--- src/rtl/axi_hp_wr_sched_pkg.sv ---
// Shared AXI3 constants and FSM encoding for the HP0 write scheduler.
package axi_hp_pkg;

    localparam logic [2:0] SIZE_4B          = 3'b010;
    localparam logic [1:0] BURST_INCR       = 2'b01;
    localparam logic [1:0] RESP_OKAY        = 2'b00;
    localparam logic [1:0] RESP_SLVERR      = 2'b10;
    localparam logic [3:0] WSTRB_ALL        = 4'hF;
    localparam logic [3:0] CACHE_BUFFERABLE = 4'b0011;

    typedef enum logic [1:0] {
        ST_IDLE,
        ST_AW,
        ST_W,
        ST_B
    } wr_state_e;

    // A burst is unusable if it is not word aligned or its last byte lies past the 4KB page.
    function automatic logic burst_illegal(input logic [31:0] addr, input logic [3:0] len);
        logic [5:0]  beats;
        logic [12:0] end_off;
        beats   = {2'b00, len} + 6'd1;
        end_off = {1'b0, addr[11:0]} + {5'd0, beats, 2'b00};
        return (end_off > 13'd4096) || (addr[1:0] != 2'b00);
    endfunction

endpackage

--- src/rtl/axi_hp_wr_sched_if.sv ---
// AXI3 write-only channel bundle (AW/W/B) between the scheduler and the PS7 HP slave port.
interface axi_hp_wr_sched_if #(
    parameter int unsigned IDW = 6
) ();

    logic [31:0]    awaddr;
    logic [3:0]     awlen;
    logic [2:0]     awsize;
    logic [1:0]     awburst;
    logic [IDW-1:0] awid;
    logic [3:0]     awcache;
    logic [2:0]     awprot;
    logic [3:0]     awqos;
    logic [1:0]     awlock;
    logic           awvalid;
    logic           awready;

    logic [31:0]    wdata;
    logic [3:0]     wstrb;
    logic [IDW-1:0] wid;
    logic           wlast;
    logic           wvalid;
    logic           wready;

    logic [IDW-1:0] bid;
    logic [1:0]     bresp;
    logic           bvalid;
    logic           bready;

    modport master (
        output awaddr, awlen, awsize, awburst, awid, awcache, awprot, awqos, awlock, awvalid,
        input  awready,
        output wdata, wstrb, wid, wlast, wvalid,
        input  wready,
        input  bid, bresp, bvalid,
        output bready
    );

    modport slave (
        input  awaddr, awlen, awsize, awburst, awid, awcache, awprot, awqos, awlock, awvalid,
        output awready,
        input  wdata, wstrb, wid, wlast, wvalid,
        output wready,
        output bid, bresp, bvalid,
        input  bready
    );

endinterface

--- src/rtl/axi_hp_wr_sched_rr_arb.sv ---
// Combinational round-robin picker: first requester at or after the pointer, wrapping.
module rr_arb #(
    parameter int unsigned NREQ = 2,
    parameter int unsigned IW   = (NREQ > 1) ? $clog2(NREQ) : 1
) (
    input  logic [NREQ-1:0] req_i,
    input  logic [IW-1:0]   ptr_i,
    output logic [NREQ-1:0] gnt_o,
    output logic [IW-1:0]   idx_o,
    output logic            any_o
);

    int unsigned k;

    always_comb begin
        gnt_o = '0;
        idx_o = '0;
        any_o = 1'b0;
        k     = 0;
        for (int unsigned i = 0; i < NREQ; i++) begin
            k = (32'(ptr_i) + i) % NREQ;
            if (!any_o && req_i[k]) begin
                any_o    = 1'b1;
                gnt_o[k] = 1'b1;
                idx_o    = IW'(k);
            end
        end
    end

endmodule

--- src/rtl/axi_hp_wr_sched.sv ---
// Round-robin scheduler sharing one AXI3 HP write port between NREQ burst writers,
// one burst in flight at a time.
module axi_hp_wr_sched
    import axi_hp_pkg::*;
#(
    parameter int unsigned NREQ = 2,
    parameter int unsigned IDW  = 6
) (
    input  logic                 AXI_clk,
    input  logic                 rst,
    input  logic [NREQ-1:0]      req_valid,
    input  logic [32*NREQ-1:0]   req_addr,
    input  logic [4*NREQ-1:0]    req_len,
    output logic [NREQ-1:0]      req_ack,
    input  logic [32*NREQ-1:0]   s_wdata,
    input  logic [NREQ-1:0]      s_wvalid,
    output logic [NREQ-1:0]      s_wready,
    output logic [NREQ-1:0]      done,
    output logic [1:0]           done_resp,
    axi_hp_wr_sched_if.master    axi
);

    localparam int unsigned IW = (NREQ > 1) ? $clog2(NREQ) : 1;

    wr_state_e       state_q, state_d;
    logic [IW-1:0]   ptr_q, ptr_d;
    logic [IW-1:0]   idx_q, idx_d;
    logic [NREQ-1:0] gnt_q, gnt_d;
    logic [31:0]     addr_q, addr_d;
    logic [3:0]      len_q, len_d;
    logic [3:0]      cnt_q, cnt_d;

    logic [NREQ-1:0] arb_gnt;
    logic [IW-1:0]   arb_idx;
    logic            arb_any;
    logic [31:0]     sel_addr;
    logic [3:0]      sel_len;
    logic [31:0]     sel_wdata;

    function automatic logic [IW-1:0] wrap_inc(input logic [IW-1:0] v);
        return (v == IW'(NREQ - 1)) ? '0 : v + 1'b1;
    endfunction

    rr_arb #(
        .NREQ (NREQ),
        .IW   (IW)
    ) u_arb (
        .req_i (req_valid),
        .ptr_i (ptr_q),
        .gnt_o (arb_gnt),
        .idx_o (arb_idx),
        .any_o (arb_any)
    );

    always_comb begin
        sel_addr  = '0;
        sel_len   = '0;
        sel_wdata = '0;
        for (int unsigned i = 0; i < NREQ; i++) begin
            if (arb_gnt[i]) begin
                sel_addr = req_addr[32*i +: 32];
                sel_len  = req_len[4*i +: 4];
            end
            if (i == 32'(idx_q)) begin
                sel_wdata = s_wdata[32*i +: 32];
            end
        end
    end

    assign axi.awaddr  = addr_q;
    assign axi.awlen   = len_q;
    assign axi.awsize  = SIZE_4B;
    assign axi.awburst = BURST_INCR;
    assign axi.awid    = IDW'(idx_q);
    assign axi.awcache = CACHE_BUFFERABLE;
    assign axi.awprot  = '0;
    assign axi.awqos   = '0;
    assign axi.awlock  = '0;
    assign axi.wdata   = sel_wdata;
    assign axi.wstrb   = WSTRB_ALL;
    assign axi.wid     = IDW'(idx_q);

    always_comb begin
        state_d     = state_q;
        ptr_d       = ptr_q;
        idx_d       = idx_q;
        gnt_d       = gnt_q;
        addr_d      = addr_q;
        len_d       = len_q;
        cnt_d       = cnt_q;
        req_ack     = '0;
        done        = '0;
        done_resp   = RESP_OKAY;
        s_wready    = '0;
        axi.awvalid = 1'b0;
        axi.wvalid  = 1'b0;
        axi.wlast   = 1'b0;
        axi.bready  = 1'b0;

        unique case (state_q)
            ST_IDLE: begin
                // Decisions are held off while reset is asserted so outputs stay quiet.
                if (arb_any && !rst) begin
                    idx_d  = arb_idx;
                    gnt_d  = arb_gnt;
                    addr_d = sel_addr;
                    len_d  = sel_len;
                    if (burst_illegal(sel_addr, sel_len)) begin
                        req_ack   = arb_gnt;
                        done      = arb_gnt;
                        done_resp = RESP_SLVERR;
                        ptr_d     = wrap_inc(arb_idx);
                    end else begin
                        state_d = ST_AW;
                    end
                end
            end
            ST_AW: begin
                axi.awvalid = 1'b1;
                if (axi.awready) begin
                    req_ack = gnt_q;
                    cnt_d   = '0;
                    state_d = ST_W;
                end
            end
            ST_W: begin
                axi.wvalid = |(s_wvalid & gnt_q);
                axi.wlast  = (cnt_q == len_q);
                s_wready   = gnt_q & {NREQ{axi.wready}};
                if (axi.wvalid && axi.wready) begin
                    cnt_d = cnt_q + 4'd1;
                    if (axi.wlast) begin
                        state_d = ST_B;
                    end
                end
            end
            ST_B: begin
                axi.bready = 1'b1;
                if (axi.bvalid) begin
                    done      = gnt_q;
                    done_resp = (axi.bid == IDW'(idx_q)) ? axi.bresp : RESP_SLVERR;
                    ptr_d     = wrap_inc(idx_q);
                    state_d   = ST_IDLE;
                end
            end
            default: state_d = ST_IDLE;
        endcase
    end

    always_ff @(posedge AXI_clk) begin
        if (rst) begin
            state_q <= ST_IDLE;
            ptr_q   <= '0;
            idx_q   <= '0;
            gnt_q   <= '0;
            addr_q  <= '0;
            len_q   <= '0;
            cnt_q   <= '0;
        end else begin
            state_q <= state_d;
            ptr_q   <= ptr_d;
            idx_q   <= idx_d;
            gnt_q   <= gnt_d;
            addr_q  <= addr_d;
            len_q   <= len_d;
            cnt_q   <= cnt_d;
        end
    end

endmodule

--- src/flat_wrapper.sv ---
// flat-port wrapper written by rule: the top's interface ports become plain ports
module axi_hp_wr_sched_flat import axi_hp_pkg::*;
#(
    parameter int unsigned NREQ = 2,
    parameter int unsigned IDW  = 6
)
  (AXI_clk, rst, req_valid, req_addr, req_len, req_ack, s_wdata, s_wvalid, s_wready, done, done_resp, axi_awaddr, axi_awlen, axi_awsize, axi_awburst, axi_awid, axi_awcache, axi_awprot, axi_awqos, axi_awlock, axi_awvalid, axi_awready, axi_wdata, axi_wstrb, axi_wid, axi_wlast, axi_wvalid, axi_wready, axi_bid, axi_bresp, axi_bvalid, axi_bready);
  axi_hp_wr_sched_if #(.IDW(IDW)) axi_i ();
  input  logic AXI_clk;
  input  logic rst;
  input  logic [NREQ-1:0] req_valid;
  input  logic [32*NREQ-1:0] req_addr;
  input  logic [4*NREQ-1:0] req_len;
  output logic [NREQ-1:0] req_ack;
  input  logic [32*NREQ-1:0] s_wdata;
  input  logic [NREQ-1:0] s_wvalid;
  output logic [NREQ-1:0] s_wready;
  output logic [NREQ-1:0] done;
  output logic [1:0] done_resp;
  output wire logic [$bits(axi_i.awaddr)-1:0] axi_awaddr;
  output wire logic [$bits(axi_i.awlen)-1:0] axi_awlen;
  output wire logic [$bits(axi_i.awsize)-1:0] axi_awsize;
  output wire logic [$bits(axi_i.awburst)-1:0] axi_awburst;
  output wire logic [$bits(axi_i.awid)-1:0] axi_awid;
  output wire logic [$bits(axi_i.awcache)-1:0] axi_awcache;
  output wire logic [$bits(axi_i.awprot)-1:0] axi_awprot;
  output wire logic [$bits(axi_i.awqos)-1:0] axi_awqos;
  output wire logic [$bits(axi_i.awlock)-1:0] axi_awlock;
  output wire logic [$bits(axi_i.awvalid)-1:0] axi_awvalid;
  input wire logic [$bits(axi_i.awready)-1:0] axi_awready;
  output wire logic [$bits(axi_i.wdata)-1:0] axi_wdata;
  output wire logic [$bits(axi_i.wstrb)-1:0] axi_wstrb;
  output wire logic [$bits(axi_i.wid)-1:0] axi_wid;
  output wire logic [$bits(axi_i.wlast)-1:0] axi_wlast;
  output wire logic [$bits(axi_i.wvalid)-1:0] axi_wvalid;
  input wire logic [$bits(axi_i.wready)-1:0] axi_wready;
  input wire logic [$bits(axi_i.bid)-1:0] axi_bid;
  input wire logic [$bits(axi_i.bresp)-1:0] axi_bresp;
  input wire logic [$bits(axi_i.bvalid)-1:0] axi_bvalid;
  output wire logic [$bits(axi_i.bready)-1:0] axi_bready;
  assign axi_awaddr = axi_i.awaddr;
  assign axi_awlen = axi_i.awlen;
  assign axi_awsize = axi_i.awsize;
  assign axi_awburst = axi_i.awburst;
  assign axi_awid = axi_i.awid;
  assign axi_awcache = axi_i.awcache;
  assign axi_awprot = axi_i.awprot;
  assign axi_awqos = axi_i.awqos;
  assign axi_awlock = axi_i.awlock;
  assign axi_awvalid = axi_i.awvalid;
  assign axi_i.awready = axi_awready;
  assign axi_wdata = axi_i.wdata;
  assign axi_wstrb = axi_i.wstrb;
  assign axi_wid = axi_i.wid;
  assign axi_wlast = axi_i.wlast;
  assign axi_wvalid = axi_i.wvalid;
  assign axi_i.wready = axi_wready;
  assign axi_i.bid = axi_bid;
  assign axi_i.bresp = axi_bresp;
  assign axi_i.bvalid = axi_bvalid;
  assign axi_bready = axi_i.bready;
  axi_hp_wr_sched #(.NREQ(NREQ), .IDW(IDW)) u_core (.AXI_clk(AXI_clk), .rst(rst), .req_valid(req_valid), .req_addr(req_addr), .req_len(req_len), .req_ack(req_ack), .s_wdata(s_wdata), .s_wvalid(s_wvalid), .s_wready(s_wready), .done(done), .done_resp(done_resp), .axi(axi_i));
endmodule
--- config.mk ---
export PLATFORM = sky130hd
export DESIGN_NAME = axi_hp_wr_sched_flat
export DESIGN_NICKNAME = d
export VERILOG_FILES = /design/src/rtl/axi_hp_wr_sched_pkg.sv /design/src/rtl/axi_hp_wr_sched_if.sv /design/src/rtl/axi_hp_wr_sched_rr_arb.sv /design/src/rtl/axi_hp_wr_sched.sv /design/src/flat_wrapper.sv
export SDC_FILE = /design/constraint.sdc
export NUM_CORES = 1
export LEC_CHECK = 0
export ABC_AREA = 1
export ABC_CLOCK_PERIOD_IN_PS = 5900
export CAP_MARGIN = 20
export CORE_ASPECT_RATIO = 1.75
export CORE_MARGIN = 2
export CORE_UTILIZATION = 32
export CTS_BUF_LIST = sky130_fd_sc_hd__clkbuf_2 sky130_fd_sc_hd__clkbuf_4 sky130_fd_sc_hd__clkbuf_8
export DETAILED_ROUTE_END_ITERATION = 6
export DONT_BUFFER_PORTS = 1
export HOLD_SLACK_MARGIN = 0.06
export PLACE_DENSITY_LB_ADDON = 0.05
export SLEW_MARGIN = 0
export SYNTH_ARGS = -nofsm -noshare
export SYNTH_HDL_FRONTEND = slang
export SYNTH_SLANG_ARGS = --single-unit
--- constraint.sdc ---
create_clock -name AXI_clk -period 5.9 [get_ports AXI_clk]
set_input_delay 1.77 -clock AXI_clk [delete_from_list [all_inputs] [get_ports AXI_clk]]
set_output_delay 1.77 -clock AXI_clk [all_outputs]
set_load 0.02 [all_outputs]
==> flow_summary.ini, run 1 <==
[status]
status = completed

[critical_path]
cp_slowest_cell = ha_1
critical_path_required_ps = 4130
arrival_ps = 4020
end_kind = output port
crit_top_cell = nand2_2
critPathMaxFanout = 7
slowest_delay_ps = 390
cp-start-kind = input pin
path_class = input pin to output port
critical_path.cell_chain = nand2_4 -> nand2_4 -> inv_4 -> buf_6 -> buf_4 -> a22o_2 -> ha_1 -> nand3_4 -> nand3_2 -> nand2_2 -> nand2_1 -> nand2_1 -> nor2_1 -> nand2_2 -> a21oi_4 -> nand2_2 -> a21oi_2 -> buf_6

[sta]
slew_headroom_pct = 43.0
drv_slew = 0
period_minus_slack_ps = 5790
hold_viol_final = 0
finalSetupViolations = 0
tns_ps = 0
hold_ws_ps = 490
worst_pin_slew_ps = 850
fin_worst_skew_ps = 15.4
fmax_mhz = 173
post-route-period-util_pct = 98.1
rsz0062_at_grt = yes

[cts]
cts_made_buffers = 5
cts.sinks = 46
clk_latency_ps = 310
clock_path_buffers = 2
root_buffer = clkbuf_8
cts.clk_slew.worst_paths_ps = 80
holdBufCountCts = 0
h-tree-depth = 2
cts_tree = built

[route]
drt_iter0_drc = 96
ant_nets = 0
routedWlPerCell_um = 17.0
dr.pass1.iters = 4
num_vias = 3322
via_per_inst = 5.07
route.detailed.drc = 0
routed_wl_mm = 11.2

[layout]
n_antenna_cell = 0
syn_to_final_growth_pct = 12.3
drive_above_1_share_pct = 14.9
layout.nets = 694

[floorplanning]
die_area_sq_um = 11000
fp.dieW_um = 80.2
initial_core_util_pct = 32.8
coreArea_sq_um = 9910
dieHeight_um = 137
rows = 48
ios = 267

[global_routing]
overflow = 0
grt_usage_pct = 18.7
antenna_found_initial = 0
grt_first_pass_wirelength_mm = 15.6
grt_pass1_vias = 3105
grt_max_degree = 40

[place]
place.gp.congestion = 0.819
numPortBuffers = 0
hpwl_mm = 8.90

[synthesis]
yosysWarnings = 0
synth_seq_cells = 46
synth_area_leaders = dfxtp_1 (28%), nand2_1 (26%), buf_4 (7.8%), nand3_1 (4.9%), a31oi_1 (4.8%)
synth_top_area_share_pct = 28.3
synthFlopType = dfxtp_1
yosysTopAreaCell = dfxtp_1
synthCells = 521
synth_edf_count = 0
syn_area_sq_um = 3250
ys_seq_area_share_pct = 28.3
synth-async-reset-ratio_pct = 0
avgSynthCellArea_sq_um = 6.25
synth.distinct_cells = 32

[pwr]
clockPowerShare_pct = 16.7
p_int_uw = 646
swShare_pct = 47.4
p_switching_uw = 583
p_per_area_nw_per_um2 = 336
power_frac_seq_pct = 39.1
leakage_uw = 0.00167
ir_drop_mv = 0.108
comb_power_share_pct = 44.2

[hold_path]
hold_class = flop to flop

[flow_run]
max-cap-violations = 0
## registers in the layout, summed over array words and instances, names as in the netlist
name               count
u_core.axi.awaddr     32
u_core.ptr_q           1
u_core.cnt_q           4
u_core.gnt_q           2
u_core.state_q         2
u_core.idx_q           1
u_core.axi.awlen       4
## path summary, 6_finish.rpt
| check | from | to | slack [ps] | cells past startpoint |
|---|---|---|---|---|
| setup reg to reg | u_core.ptr_q | u_core.state_q[1] | 3120 | 19 |
| setup / recovery | req_valid[1] | done[0] | 110 | 18 |
| hold / removal | u_core.gnt_q[1] | u_core.gnt_q[1] | 490 | 2 |
| hold reg to reg | u_core.gnt_q[1] | u_core.gnt_q[1] | 490 | 2 |
## through the flow
step,cell area [sq um],instances,power (uW),setup slack (ps),utilization [%]
after detailed placement,3370,644,977,-118,34.0
after floorplan,3380,551,864,-32.1,-
after CTS,3490,652,1200,11.3,35.3
after global placement,3370,644,974,-70.1,34.0
after global routing,3650,655,1320,-55.5,36.9
final,3650,655,1230,110,36.9
## layout by cell type (no fill, tap or decap), drive strengths merged
cell	synthesis	layout
clkbuf	14	6
a211oi	1	1
o21ai	12	12
and3	1	1
a21oi	16	16
xor2	4	4
xnor2	5	5
nand4	3	3
nand2	231	231
dfxtp	46	46
o22ai	2	2
fa	1	1
nor2	20	20
nor3	3	3
a22o	10	10
nand3	32	32
o21a	1	1
nand3b	1	1
inv	34	34
buf	42	27
conb	2	32
ha	11	11
clkinv	3	5
a31oi	25	25
or2	1	1
## metal layers
layer	up-vias	global-route usage (%)	part of all wire [%]	wire, um
met5	-	0	0	0
met4	0	6.21	2.0	223
met3	14	3.41	6.3	706
met2	182	38.8	58	6500
met1	1507	17.6	33	3730
li1	1619	-	-	-
## kinds of logic (layout without fill, tap and decap cells)
family,after synthesis,after routing,share of synthesized area (%)
and+or+nand+nor,292,292,36.0
xor gates and xnor gates,9,9,2.42
AOI/OAI and AO/OA,67,67,13.0
buffers and inverters,93,72,15.2
adders and majority gates,12,12,4.84
DFF,46,46,28.3
other,2,32,0.231
## power groups by stage
| stage | combinational [uW] | clock [uW] | sequential (uW) |
|---|---|---|---|
| 4_1_cts | 498 | 216 | 483 |
| 3_5_place_dp | 487 | 0 | 490 |
| 5_1_grt | 598 | 228 | 490 |
| 6_report | 543 | 206 | 481 |
| 2_1_floorplan | 393 | 0 | 471 |
| 3_3_place_gp | 484 | 0 | 490 |
## layout make-up
type | count | area [sq um]
Fill cell | 1130 | 6250
Sequential cell | 46 | 921
Multi-Input combinational cell | 412 | 2110
Clock inverter | 2 | 13.8
Inverter | 37 | 144
Clock buffer | 6 | 76.3
Tap cell | 125 | 156
Timing Repair Buffer | 27 | 234
## worst max-delay path, delay by kind of cell
family                     cells  cell delay, ps
adders and majority gates      1             390
and+or+nand+nor               10             760
AOI/OAI and AO/OA              3             620
buffers and inverters          4             450
## synthesized netlist by cell type, types with 2 or more instances
cell	instances
ha_1	11
nand4_1	3
dfxtp_1	46
inv_2	2
clkinv_1	3
buf_2	5
nand3_1	32
a31oi_1	25
clkbuf_1	13
a21oi_1	16
o21ai_0	12
xor2_1	4
nand2_1	228
inv_1	32
xnor2_1	5
conb_1	2
nor3_1	3
buf_4	34
a22o_2	10
nor2_1	19
o22ai_1	2
nand2_2	3
buf_1	2
## repair_timing
action,in CTS,in global routing
setup buffers,0,3
endpoints found under the setup margin,5,5
pin swaps,2,21
resized for setup,4,38
Power figures use the tool's default switching activity.
==> run 2, diff against run 1 <==
--- a/config.mk
+++ b/config.mk
@@ -8,14 +8,14 @@
 export ABC_AREA = 1
 export ABC_CLOCK_PERIOD_IN_PS = 5900
 export CAP_MARGIN = 20
-export CORE_ASPECT_RATIO = 1.75
+export CORE_ASPECT_RATIO = 1.5
 export CORE_MARGIN = 2
 export CORE_UTILIZATION = 32
 export CTS_BUF_LIST = sky130_fd_sc_hd__clkbuf_2 sky130_fd_sc_hd__clkbuf_4 sky130_fd_sc_hd__clkbuf_8
 export DETAILED_ROUTE_END_ITERATION = 6
 export DONT_BUFFER_PORTS = 1
 export HOLD_SLACK_MARGIN = 0.06
-export PLACE_DENSITY_LB_ADDON = 0.05
+export PLACE_DENSITY = 0.53
 export SLEW_MARGIN = 0
 export SYNTH_ARGS = -nofsm -noshare
 export SYNTH_HDL_FRONTEND = slang
==> flow_summary.ini, run 2 (synthesized netlist as in run 1, its figures left out) <==
[critical_path]
path_class = input pin to output port
critPathMaxFanout = 7
end_kind = output port
reg2reg_setup_slack_ps = 2970
cp-start-kind = input pin
critical_path_required_ps = 4130
arrival_ps = 4140

[global_routing]
grt_usage_pct = 18.5
grt_pass1_vias = 3051
antenna_found_initial = 1
overflow = 0
grt_max_degree = 40
grt_first_pass_wirelength_mm = 15.9

[cts]
cts.clk_slew.worst_paths_ps = 90
holdBufCountCts = 0
h-tree-depth = 2
cts_tree = built
root_buffer = clkbuf_8
clk_latency_ps = 320
cts_made_buffers = 5
clock_path_buffers = 2
cts.sinks = 46

[sta]
period_minus_slack_ps = 5910
finalSetupViolations = 1
worst_pin_slew_ps = 804
rsz0062_at_grt = yes
fin_ws_ps = -5.11
hold_viol_final = 0
post-route-period-util_pct = 100
drv_slew = 0
fin_worst_skew_ps = 15.7
slew_headroom_pct = 46.0
fmax_mhz = 169
tns_ps = -5.11

[pwr]
p_switching_uw = 587
clockPowerShare_pct = 17.6
p_int_uw = 639
comb_power_share_pct = 43.0
power_frac_seq_pct = 39.4
p_per_area_nw_per_um2 = 337
swShare_pct = 47.9
finalPower_uw = 1230
leakage_uw = 0.00168
ir_drop_mv = 0.126

[floorplanning]
coreArea_sq_um = 10000
initial_core_util_pct = 32.5
ios = 267
fp.dieW_um = 86.3
die_area_sq_um = 11000
rows = 45
dieHeight_um = 128

[layout]
layout.nets = 696
syn_to_final_growth_pct = 11.8
drive_above_1_share_pct = 15.0
layout.cells.most_common = nand2_1
largest_register_ffs = 32
stdcell_area_sq_um = 3640
final_cell_mix = nand2_1 (219), dfxtp_1 (46), conb_1 (32)

[route]
num_vias = 3325
routed_wl_mm = 11.1
route.detailed.drc = 0
dr.pass1.iters = 4
ant_nets = 0
routedWlPerCell_um = 17.1
via_per_inst = 5.12
drt_iter0_drc = 119

[place]
place.gp.congestion = 0.873
hpwl_mm = 8.78
placed_area_sq_um = 3350
numPortBuffers = 0
place_ws_ps = -121

[status]
status = finished, violations left
violations = negative setup slack

[flow_run]
max-cap-violations = 0

[hold_path]
hold_class = flop to flop
## run 2: routing by layer
metal  global-route usage [%]  wire (um)  vias up
met2                     35.3       5990      158
met4                     4.96        199        2
met3                     3.68        726       16
li1                         -          -     1619
met1                     20.1       4200     1530
met5                        0         13        -
## run 2: worst max-delay path, cell delays in order
cell	delay [ps]
nand2_2	60
nand2_2	90
inv_4	90
nand2_1	60
o21a_1	120
inv_2	100
nand3_2	70
xor2_1	160
ha_1	390
nand2_2	90
buf_4	130
nand4_1	70
nand2_1	50
nand4_1	110
nand2_2	80
a21oi_2	160
buf_6	140
inv_2	40
a21oi_2	170
buf_4	170
## run 2: layout make-up
| class | instances | area, sq um |
|---|---|---|
| Tap cell | 117 | 146 |
| Antenna cell | 1 | 2.50 |
| Multi-Input combinational cell | 412 | 2090 |
| Clock inverter | 3 | 28.8 |
| Clock buffer | 5 | 68.8 |
| Inverter | 37 | 141 |
| Sequential cell | 46 | 921 |
| Timing Repair Buffer | 29 | 236 |
| Fill cell | 1063 | 6380 |
## run 2: worst paths after layout
check,from,end,depth (start not counted)
worst min register to register,u_core.gnt_q[1],u_core.gnt_q[1],2
worst max register to register,u_core.ptr_q,u_core.state_q[1],19
worst max-delay path,req_valid[0],done_resp[1],20
worst min-delay path,u_core.gnt_q[1],u_core.gnt_q[1],2
## run 2: power by group through the flow
stage	registers (uW)	logic (uW)	clock network (uW)
floorplan	471	393	0
global placement	491	478	0
detailed placement	490	484	0
CTS	483	497	222
global route	491	585	234
finish	483	527	216
## run 2: timing repair
action	4_1_cts	5_1_grt
gates resized for setup	8	30
pin swaps	2	18
endpoints found under the setup margin	5	5
buffers inserted	0	5
## run 2: per-stage QoR
| step | hold WS, ps | utilization, % | cells |
|---|---|---|---|
| 2_1_floorplan | 458 | - | 551 |
| 3_3_place_gp | 467 | 33.3 | 635 |
| 3_5_place_dp | 472 | 33.4 | 636 |
| 4_1_cts | 488 | 34.8 | 644 |
| 5_1_grt | 499 | 36.3 | 649 |
| 6_report | 495 | 36.3 | 650 |
==> run 3, diff against run 2 <==
--- a/config.mk
+++ b/config.mk
@@ -11,7 +11,7 @@
 export CORE_ASPECT_RATIO = 1.5
 export CORE_MARGIN = 2
 export CORE_UTILIZATION = 32
-export CTS_BUF_LIST = sky130_fd_sc_hd__clkbuf_2 sky130_fd_sc_hd__clkbuf_4 sky130_fd_sc_hd__clkbuf_8
+export CTS_BUF_LIST = sky130_fd_sc_hd__clkbuf_8
 export DETAILED_ROUTE_END_ITERATION = 6
 export DONT_BUFFER_PORTS = 1
 export HOLD_SLACK_MARGIN = 0.06
==> results of run 3 <==
The final DEF is identical to that of run 2; final timing and power are the same.
